[config.mk]
export PLATFORM = sky130hd
export DESIGN_NAME = io_bridge
export DESIGN_NICKNAME = d
export VERILOG_FILES = /design/src/rtl/mips_io_pkg.sv /design/src/rtl/hex7seg.sv /design/src/rtl/io_bridge_btn.sv /design/src/rtl/io_bridge.sv
export SDC_FILE = /design/constraint.sdc
export NUM_CORES = 1
export LEC_CHECK = 0
export BUFFER_PORTS_ARGS = -buffer_cell sky130_fd_sc_hd__clkbuf_2
export CELL_PAD_IN_SITES_DETAIL_PLACEMENT = 0
export CELL_PAD_IN_SITES_GLOBAL_PLACEMENT = 2
export CORE_UTILIZATION = 29
export CTS_BUF_LIST = sky130_fd_sc_hd__clkbuf_4 sky130_fd_sc_hd__clkbuf_8 sky130_fd_sc_hd__clkbuf_16
export DETAILED_ROUTE_END_ITERATION = 8
export GPL_TIMING_DRIVEN = 0
export HOLD_SLACK_MARGIN = 0.03
export PLACE_DENSITY = 0.86
export RECOVER_POWER = 50
export SYNTH_ARGS = -nofsm -noshare
export SYNTH_HDL_FRONTEND = slang
export SYNTH_SLANG_ARGS = --single-unit
[constraint.sdc]
create_clock -name clk -period 3 [get_ports clk]
set_input_delay 0.6 -clock clk [delete_from_list [all_inputs] [get_ports clk]]
set_output_delay 0.6 -clock clk [all_outputs]
set_load 0.02 [all_outputs]
[src/rtl/mips_io_pkg.sv]
// Shared IO map constants and register-select encoding for the MIPS IO bridge.
package mips_io_pkg;

    localparam logic [7:0] IO_STATUS = 8'h80;
    localparam logic [7:0] IO_LED    = 8'h84;
    localparam logic [7:0] IO_SW     = 8'h88;
    localparam logic [7:0] IO_SEG    = 8'h8C;

    localparam int ST_IN_RDY  = 0;
    localparam int ST_OUT_RDY = 1;

    typedef enum logic [1:0] {
        REG_STATUS = IO_STATUS[3:2],
        REG_LED    = IO_LED[3:2],
        REG_SW     = IO_SW[3:2],
        REG_SEG    = IO_SEG[3:2]
    } io_reg_e;

    function automatic io_reg_e io_sel(input logic [31:0] a);
        return io_reg_e'(a[3:2]);
    endfunction

endpackage

[src/rtl/hex7seg.sv]
// Hex nibble to active-low 7-segment pattern, bit 0 = segment a, bit 6 = g.
module hex7seg (
    input  logic [3:0] i_hex,
    output logic [6:0] o_seg
);

    always_comb begin
        o_seg = 7'h7F;
        unique case (i_hex)
            4'h0: o_seg = 7'b1000000;
            4'h1: o_seg = 7'b1111001;
            4'h2: o_seg = 7'b0100100;
            4'h3: o_seg = 7'b0110000;
            4'h4: o_seg = 7'b0011001;
            4'h5: o_seg = 7'b0010010;
            4'h6: o_seg = 7'b0000010;
            4'h7: o_seg = 7'b1111000;
            4'h8: o_seg = 7'b0000000;
            4'h9: o_seg = 7'b0010000;
            4'hA: o_seg = 7'b0001000;
            4'hB: o_seg = 7'b0000011;
            4'hC: o_seg = 7'b1000110;
            4'hD: o_seg = 7'b0100001;
            4'hE: o_seg = 7'b0000110;
            4'hF: o_seg = 7'b0001110;
        endcase
    end

endmodule

[src/rtl/io_bridge_btn.sv]
// Button synchronizer, optional debounce (IO_DEBOUNCE_EN) and rising-edge detect.
module io_bridge_btn #(
    parameter int DEBOUNCE_CYCLES = 1000000
) (
    input  logic clk,
    input  logic reset,
    input  logic i_btn,
    output logic o_rise
);

    logic [1:0] r_sync;
    logic [1:0] r_vld;
    logic       r_prev;
    logic       r_armed;
    logic       w_level;
    logic       w_quiet;

    always_ff @(posedge clk) begin
        if (reset) begin
            r_sync <= 2'b00;
            r_vld  <= 2'b00;
        end else begin
            r_sync <= {r_sync[0], i_btn};
            r_vld  <= {r_vld[0], 1'b1};
        end
    end

`ifdef IO_DEBOUNCE_EN
    localparam int CW = (DEBOUNCE_CYCLES > 1) ? $clog2(DEBOUNCE_CYCLES) : 1;
    localparam logic [CW-1:0] CNT_LAST = CW'(DEBOUNCE_CYCLES - 1);

    logic [CW-1:0] r_cnt;
    logic          r_stable;

    always_ff @(posedge clk) begin
        if (reset) begin
            r_cnt    <= '0;
            r_stable <= 1'b0;
        end else if (!r_vld[1] || r_sync[1] == r_stable) begin
            r_cnt <= '0;
        end else if (r_cnt == CNT_LAST) begin
            r_stable <= r_sync[1];
            r_cnt    <= '0;
        end else begin
            r_cnt <= r_cnt + 1'b1;
        end
    end

    assign w_level = r_stable;
    assign w_quiet = r_vld[1] & ~r_sync[1] & ~r_stable;
`else
    assign w_level = r_sync[1] & r_vld[1];
    assign w_quiet = r_vld[1] & ~r_sync[1];
`endif

    // Edges only count once a genuine released level has been seen after reset
    always_ff @(posedge clk) begin
        if (reset) begin
            r_prev  <= 1'b0;
            r_armed <= 1'b0;
        end else begin
            r_prev <= w_level;
            if (w_quiet) begin
                r_armed <= 1'b1;
            end
        end
    end

    assign o_rise = w_level & ~r_prev & r_armed;

endmodule

[src/rtl/io_bridge.sv]
// Memory-mapped IO bridge: LEDs, latched switches, button ready flags, 8-digit 7-seg scan.
// Define IO_DEBOUNCE_EN to debounce both buttons over DEBOUNCE_CYCLES samples.
module io_bridge
    import mips_io_pkg::*;
#(
    parameter int SCAN_DIV        = 100000,
    parameter int DEBOUNCE_CYCLES = 1000000
) (
    input  logic        clk,
    input  logic        reset,
    input  logic [31:0] adr,
    input  logic [31:0] writedata,
    input  logic        memwrite,
    output logic [31:0] readdata,
    output logic        dmem_we,
    input  logic [31:0] dmem_rd,
    input  logic [15:0] sw,
    input  logic        btnl,
    input  logic        btnr,
    output logic [11:0] led,
    output logic [7:0]  an,
    output logic [6:0]  seg
);

    localparam int DW = (SCAN_DIV > 1) ? $clog2(SCAN_DIV) : 1;
    localparam logic [DW-1:0] DIV_LAST = DW'(SCAN_DIV - 1);

    logic [11:0]   r_led;
    logic [31:0]   r_seg_val;
    logic [15:0]   r_sw_s1;
    logic [15:0]   r_sw_s2;
    logic [15:0]   r_sw_lat;
    logic          r_in_rdy;
    logic          r_out_rdy;
    logic [DW-1:0] r_div;
    logic [2:0]    r_idx;
    logic [7:0]    r_an;
    logic [6:0]    r_seg;

    io_reg_e       w_sel;
    logic          w_io_wr;
    logic          w_clr;
    logic          w_rise_r;
    logic          w_rise_l;
    logic [3:0]    w_nib;
    logic [6:0]    w_pat;
    logic          w_unused;

    assign w_sel    = io_sel(adr);
    assign w_io_wr  = memwrite & adr[7] & (adr[6:4] == 3'b000);
    assign w_clr    = w_io_wr & (w_sel == REG_STATUS);
    assign dmem_we  = memwrite & ~adr[7];
    assign w_unused = ^{adr[31:8], adr[1:0]};

    io_bridge_btn #(
        .DEBOUNCE_CYCLES(DEBOUNCE_CYCLES)
    ) u_btn_r (
        .clk   (clk),
        .reset (reset),
        .i_btn (btnr),
        .o_rise(w_rise_r)
    );

    io_bridge_btn #(
        .DEBOUNCE_CYCLES(DEBOUNCE_CYCLES)
    ) u_btn_l (
        .clk   (clk),
        .reset (reset),
        .i_btn (btnl),
        .o_rise(w_rise_l)
    );

    always_comb begin
        readdata = dmem_rd;
        if (adr[7]) begin
            unique case (w_sel)
                REG_STATUS: readdata = {30'b0, r_out_rdy, r_in_rdy};
                REG_SW:     readdata = {16'b0, r_sw_lat};
                default:    readdata = 32'b0;
            endcase
        end
    end

    // A set event in the same cycle as a clear leaves the flag set
    always_ff @(posedge clk) begin
        if (reset) begin
            r_led     <= '0;
            r_seg_val <= '0;
            r_sw_s1   <= '0;
            r_sw_s2   <= '0;
            r_sw_lat  <= '0;
            r_in_rdy  <= 1'b0;
            r_out_rdy <= 1'b0;
        end else begin
            r_sw_s1 <= sw;
            r_sw_s2 <= r_sw_s1;
            if (w_rise_r) begin
                r_sw_lat <= r_sw_s2;
            end
            if (w_io_wr && w_sel == REG_LED) begin
                r_led <= writedata[11:0];
            end
            if (w_io_wr && w_sel == REG_SEG) begin
                r_seg_val <= writedata;
            end
            r_in_rdy  <= w_rise_r |
                         (r_in_rdy & ~(w_clr & writedata[ST_IN_RDY]));
            r_out_rdy <= w_rise_l |
                         (r_out_rdy & ~(w_clr & writedata[ST_OUT_RDY]));
        end
    end

    assign w_nib = r_seg_val[{r_idx, 2'b00} +: 4];

    hex7seg u_hex (
        .i_hex(w_nib),
        .o_seg(w_pat)
    );

    always_ff @(posedge clk) begin
        if (reset) begin
            r_div <= '0;
            r_idx <= 3'd0;
            r_an  <= 8'hFE;
            r_seg <= 7'b1000000;
        end else begin
            if (r_div == DIV_LAST) begin
                r_div <= '0;
                r_idx <= r_idx + 3'd1;
            end else begin
                r_div <= r_div + 1'b1;
            end
            r_an  <= ~(8'd1 << r_idx);
            r_seg <= w_pat;
        end
    end

    assign led = r_led;
    assign an  = r_an;
    assign seg = r_seg;

endmodule

==> flow_results.xml <==
<?xml version="1.0" encoding="UTF-8"?>
<metrics>
  <group name="worst_setup_path">
    <metric name="critPathKind" unit="">in2out</metric>
    <metric name="r2r.worst_path.cells" unit="">8</metric>
    <metric name="worstPathArrival" unit="ns">2.07</metric>
    <metric name="crit-reg2reg-capture" unit="">seg[6]$_SDFF_PP1_</metric>
    <metric name="worstPathRequired" unit="ns">2.40</metric>
    <metric name="critPathCaptureType" unit="">primary output</metric>
    <metric name="critPathMaxFanout" unit="">10</metric>
    <metric name="timing.reg2reg.setup_slack" unit="ns">0.36</metric>
    <metric name="critical_path.reg2reg.startpoint" unit="">r_idx[0]$_SDFFE_PP0N_</metric>
    <metric name="critical_path.startpoint_type" unit="">primary input</metric>
  </group>
  <group name="sta">
    <metric name="layout_min_cycle_time" unit="ns">2.67</metric>
    <metric name="maxSlewHeadroom" unit="">0.497</metric>
    <metric name="post_route_clock_skew" unit="ns">0.00588</metric>
    <metric name="timing.final.hold_violations" unit="">0</metric>
    <metric name="rsz0062_at_grt" unit="">no</metric>
    <metric name="fmaxAchievable" unit="GHz">0.374</metric>
    <metric name="layout_setup_ws" unit="ns">0.328</metric>
    <metric name="total_of_endpoints_with_negative_setup_slack_in_the_final_report" unit="">0</metric>
    <metric name="fin_crit_sh" unit="">0.891</metric>
    <metric name="drv_slew" unit="">0</metric>
    <metric name="worst_slew_pin_slew" unit="ns">0.743</metric>
    <metric name="setup_tns" unit="ns">0</metric>
  </group>
  <group name="global_route">
    <metric name="grt_usage" unit="">0.144</metric>
    <metric name="overflow" unit="">0</metric>
    <metric name="vias_in_the_first_global_route" unit="">4086</metric>
    <metric name="grt_start_max_net_pins" unit="">17</metric>
    <metric name="grt_antenna_before_repair" unit="">0</metric>
    <metric name="grt_pass1_wl" unit="mm">21.5</metric>
  </group>
  <group name="finish">
    <metric name="n_fill_cell" unit="">1956</metric>
    <metric name="antennaDiodeCount" unit="">0</metric>
    <metric name="proportion_of_layout_cells_with_a_drive_suffix_above_1" unit="">0.208</metric>
    <metric name="final_net_count" unit="">913</metric>
    <metric name="areaGrowthSynthToFinish" unit="%">30.3</metric>
  </group>
  <group name="clocking">
    <metric name="cts_post_setup_buffers_inserted" unit="">0</metric>
    <metric name="post_cts_hold_buffer_count" unit="">0</metric>
    <metric name="tritoncts_clock_tree" unit="">done</metric>
    <metric name="cts.htree.levels" unit="">4</metric>
    <metric name="clk_pin_slew" unit="ns">0.06</metric>
    <metric name="tritoncts.num_buffers" unit="">17</metric>
    <metric name="cts.sinks" unit="">139</metric>
    <metric name="cts.root.buffer_cell" unit="">clkbuf_16</metric>
    <metric name="clock_network_latency_to_the_later_pin_of_the_worst_skew_pair" unit="ns">0.41</metric>
    <metric name="max-clock-path-buffers" unit="">2</metric>
  </group>
  <group name="logic_synthesis">
    <metric name="synth_enable_flop_cells" unit="">0</metric>
    <metric name="netlist_top_cells_count" unit="">dfxtp_1, nand2_1, nor2b_1, a21oi_1, nor2_1</metric>
    <metric name="postSynthCellCount" unit="">616</metric>
    <metric name="synth-seq-cells" unit="">139</metric>
    <metric name="yosys-top-cells-area" unit="">dfxtp_1, nand2_1, nor2b_1</metric>
    <metric name="synth_top_area_frac" unit="">0.506</metric>
    <metric name="synthesis.area" unit="um2">5500</metric>
    <metric name="syn_nets" unit="">745</metric>
    <metric name="main_synth_ff_type" unit="">dfxtp_1</metric>
    <metric name="ys.warnings.count" unit="">0</metric>
    <metric name="async_set_reset_flop_share_out_of_synthesis" unit="">0</metric>
    <metric name="avgSynthCellArea" unit="um2">8.94</metric>
    <metric name="post-synth-top-count-cell" unit="">dfxtp_1</metric>
    <metric name="yosysSeqAreaShare" unit="">0.506</metric>
    <metric name="synth_cell_types" unit="">46</metric>
    <metric name="netlist.top_cell.by_area" unit="">dfxtp_1</metric>
  </group>
  <group name="placement">
    <metric name="place.detailed.hpwl" unit="mm">10.2</metric>
    <metric name="place_worst_setup_slack" unit="ns">0.0771</metric>
    <metric name="io_buffers" unit="">149</metric>
    <metric name="gp_congestion" unit="">0.764</metric>
  </group>
  <group name="worst_hold_path">
    <metric name="hold-path-cell-count" unit="">2</metric>
    <metric name="hold_path_end" unit="">r_sw_s1[5]$_SDFF_PP0_</metric>
    <metric name="startpoint_of_the_tightest_hold_check_path" unit="">sw[5]</metric>
    <metric name="hold_path_class" unit="">in2reg</metric>
  </group>
  <group name="floorplan">
    <metric name="num_rows" unit="">50</metric>
    <metric name="io_pins" unit="">177</metric>
    <metric name="floorplan.core_area" unit="um2">18600</metric>
    <metric name="dieWidth" unit="um">140</metric>
    <metric name="fp.dieArea" unit="um2">19500</metric>
    <metric name="floorplan.die.height" unit="um">140</metric>
    <metric name="initial_utilization" unit="">0.295</metric>
  </group>
  <group name="routing">
    <metric name="vias_per_cell" unit="">4.35</metric>
    <metric name="remaining_drc_errors" unit="">0</metric>
    <metric name="detail-route-antenna-nets" unit="">0</metric>
    <metric name="wirelength" unit="mm">13.4</metric>
    <metric name="drt-wirelength-per-cell" unit="um">13.0</metric>
    <metric name="detailroute.via_count" unit="">4481</metric>
    <metric name="drt_iter0_markers" unit="">163</metric>
    <metric name="drt-pass1-iter-count" unit="">4</metric>
  </group>
  <group name="power">
    <metric name="power_per_cell_area" unit="nW/um2">627</metric>
    <metric name="power_leakage" unit="uW">0.00288</metric>
    <metric name="power_frac_clock" unit="">0.528</metric>
    <metric name="pwr-share-comb" unit="">0.051</metric>
    <metric name="net-switching-power" unit="uW">945</metric>
    <metric name="sequentialPowerShare" unit="">0.421</metric>
    <metric name="net_switching_fraction_of_the_power" unit="">0.210</metric>
    <metric name="internal_power" unit="uW">3550</metric>
    <metric name="worst_ir_drop_vdd" unit="V">0.000375</metric>
  </group>
  <group name="outcome">
    <metric name="status" unit="">complete, no violations</metric>
  </group>
  <group name="flow_run">
    <metric name="timing.max_cap.violations" unit="">0</metric>
  </group>
</metrics>
[worst max path at each step]
stage                   endpoint                   from  cells after the start
5_1_grt             readdata[15]                 adr[7]                      7
4_1_cts             readdata[15]                 adr[7]                      7
6_report            readdata[15]                 adr[7]                      7
3_3_place_gp        readdata[15]                 adr[7]                      7
3_5_place_dp        readdata[15]                 adr[7]                      7
2_1_floorplan  seg[6]$_SDFF_PP1_  r_idx[0]$_SDFFE_PP0N_                      8
[logic make-up after synthesis]
group	share of synthesized area
simple gates	0.228
xor+xnor	0.0271
fa+ha+maj	0.0273
buf+inv	0.0493
compound gates	0.0759
flops	0.506
mux	0.0868
[cell type report]
type | instances | area (um2) | area share
Tap cell | 234 | 293 | 0.0408
Timing Repair Buffer | 149 | 708 | 0.0988
Multi-Input combinational cell | 415 | 2440 | 0.340
Clock inverter | 14 | 244 | 0.0340
Clock buffer | 18 | 433 | 0.0604
Sequential cell | 139 | 2780 | 0.388
Buffer | 33 | 164 | 0.0229
Inverter | 29 | 109 | 0.0152
[layer usage]
metal,up-vias,share of wire,wire [um],global-route usage
li1,2340,-,-,-
met1,2006,0.47,6290,0.187
met2,124,0.46,6150,0.226
met3,11,0.061,818,0.0440
met4,0,0.0099,133,0.0521
met5,-,0,0,0
[state kept, by name, summed over array words and instances (netlist names)]
register / cells
an: 8
led: 12
r_div: 17
r_idx: 3
r_in_rdy: 1
r_out_rdy: 1
r_seg_val: 32
r_sw_lat: 16
r_sw_s1: 16
r_sw_s2: 16
seg: 7
u_btn_l.r_armed: 1
u_btn_l.r_prev: 1
u_btn_l.r_sync: 2
u_btn_l.r_vld: 1
u_btn_r.r_armed: 1
u_btn_r.r_prev: 1
u_btn_r.r_sync: 2
u_btn_r.r_vld: 1
[worst max-delay path, cell delays in order]
cell      delay (ns)
clkbuf_2        0.24
nand2b_1        0.18
nor2_1          0.36
clkbuf_2        0.32
nand2_1         0.10
o21ai_0         0.08
clkbuf_2        0.19
[placed cells by master (no fill, tap or decap), types with 2 or more instances in the layout]
cell type,count
dfxtp_1,139
nand2_1,129
clkbuf_2,120
nor2b_1,57
clkbuf_1,55
a21oi_1,54
nor2_1,49
mux2i_1,28
inv_1,27
clkbuf_16,17
o21ai_0,14
ha_1,12
nand3_1,11
xnor2_1,9
xor2_1,8
bufinv_16,6
mux4_1,4
o22ai_1,4
nand4_1,4
and3_1,4
clkinv_4,4
buf_2,3
nor3_1,3
mux2_2,3
buf_6,2
nand4b_1,2
or3_1,2
mux2_1,2
clkinvlp_4,2
[timing repair]
action	CTS	global route
setup endpoints to repair	0	10
endpoints found under the hold margin	0	0
resized for setup	0	2
[metrics by stage]
step	cells	area, um2	utilization	hold WS (ns)	power [uW]
finish	1031	7170	0.385	0.394	4490
global route	1031	7170	0.385	0.387	4660
CTS	1031	7220	0.387	0.373	4550
detailed placement	999	6540	0.351	0.422	2170
global placement	999	6540	0.351	0.418	2160
floorplan	616	5500	-	0.414	2050
[power by group through the flow]
stage               logic [uW]  clock network (uW)  registers (uW)
floorplan                  116                   0            1930
global placement           233                   0            1930
detailed placement         234                   0            1930
CTS                        235                2420            1890
global route               253                2510            1890
finish                     228                2370            1890
Note: power is estimated with default switching activity, not from simulation.
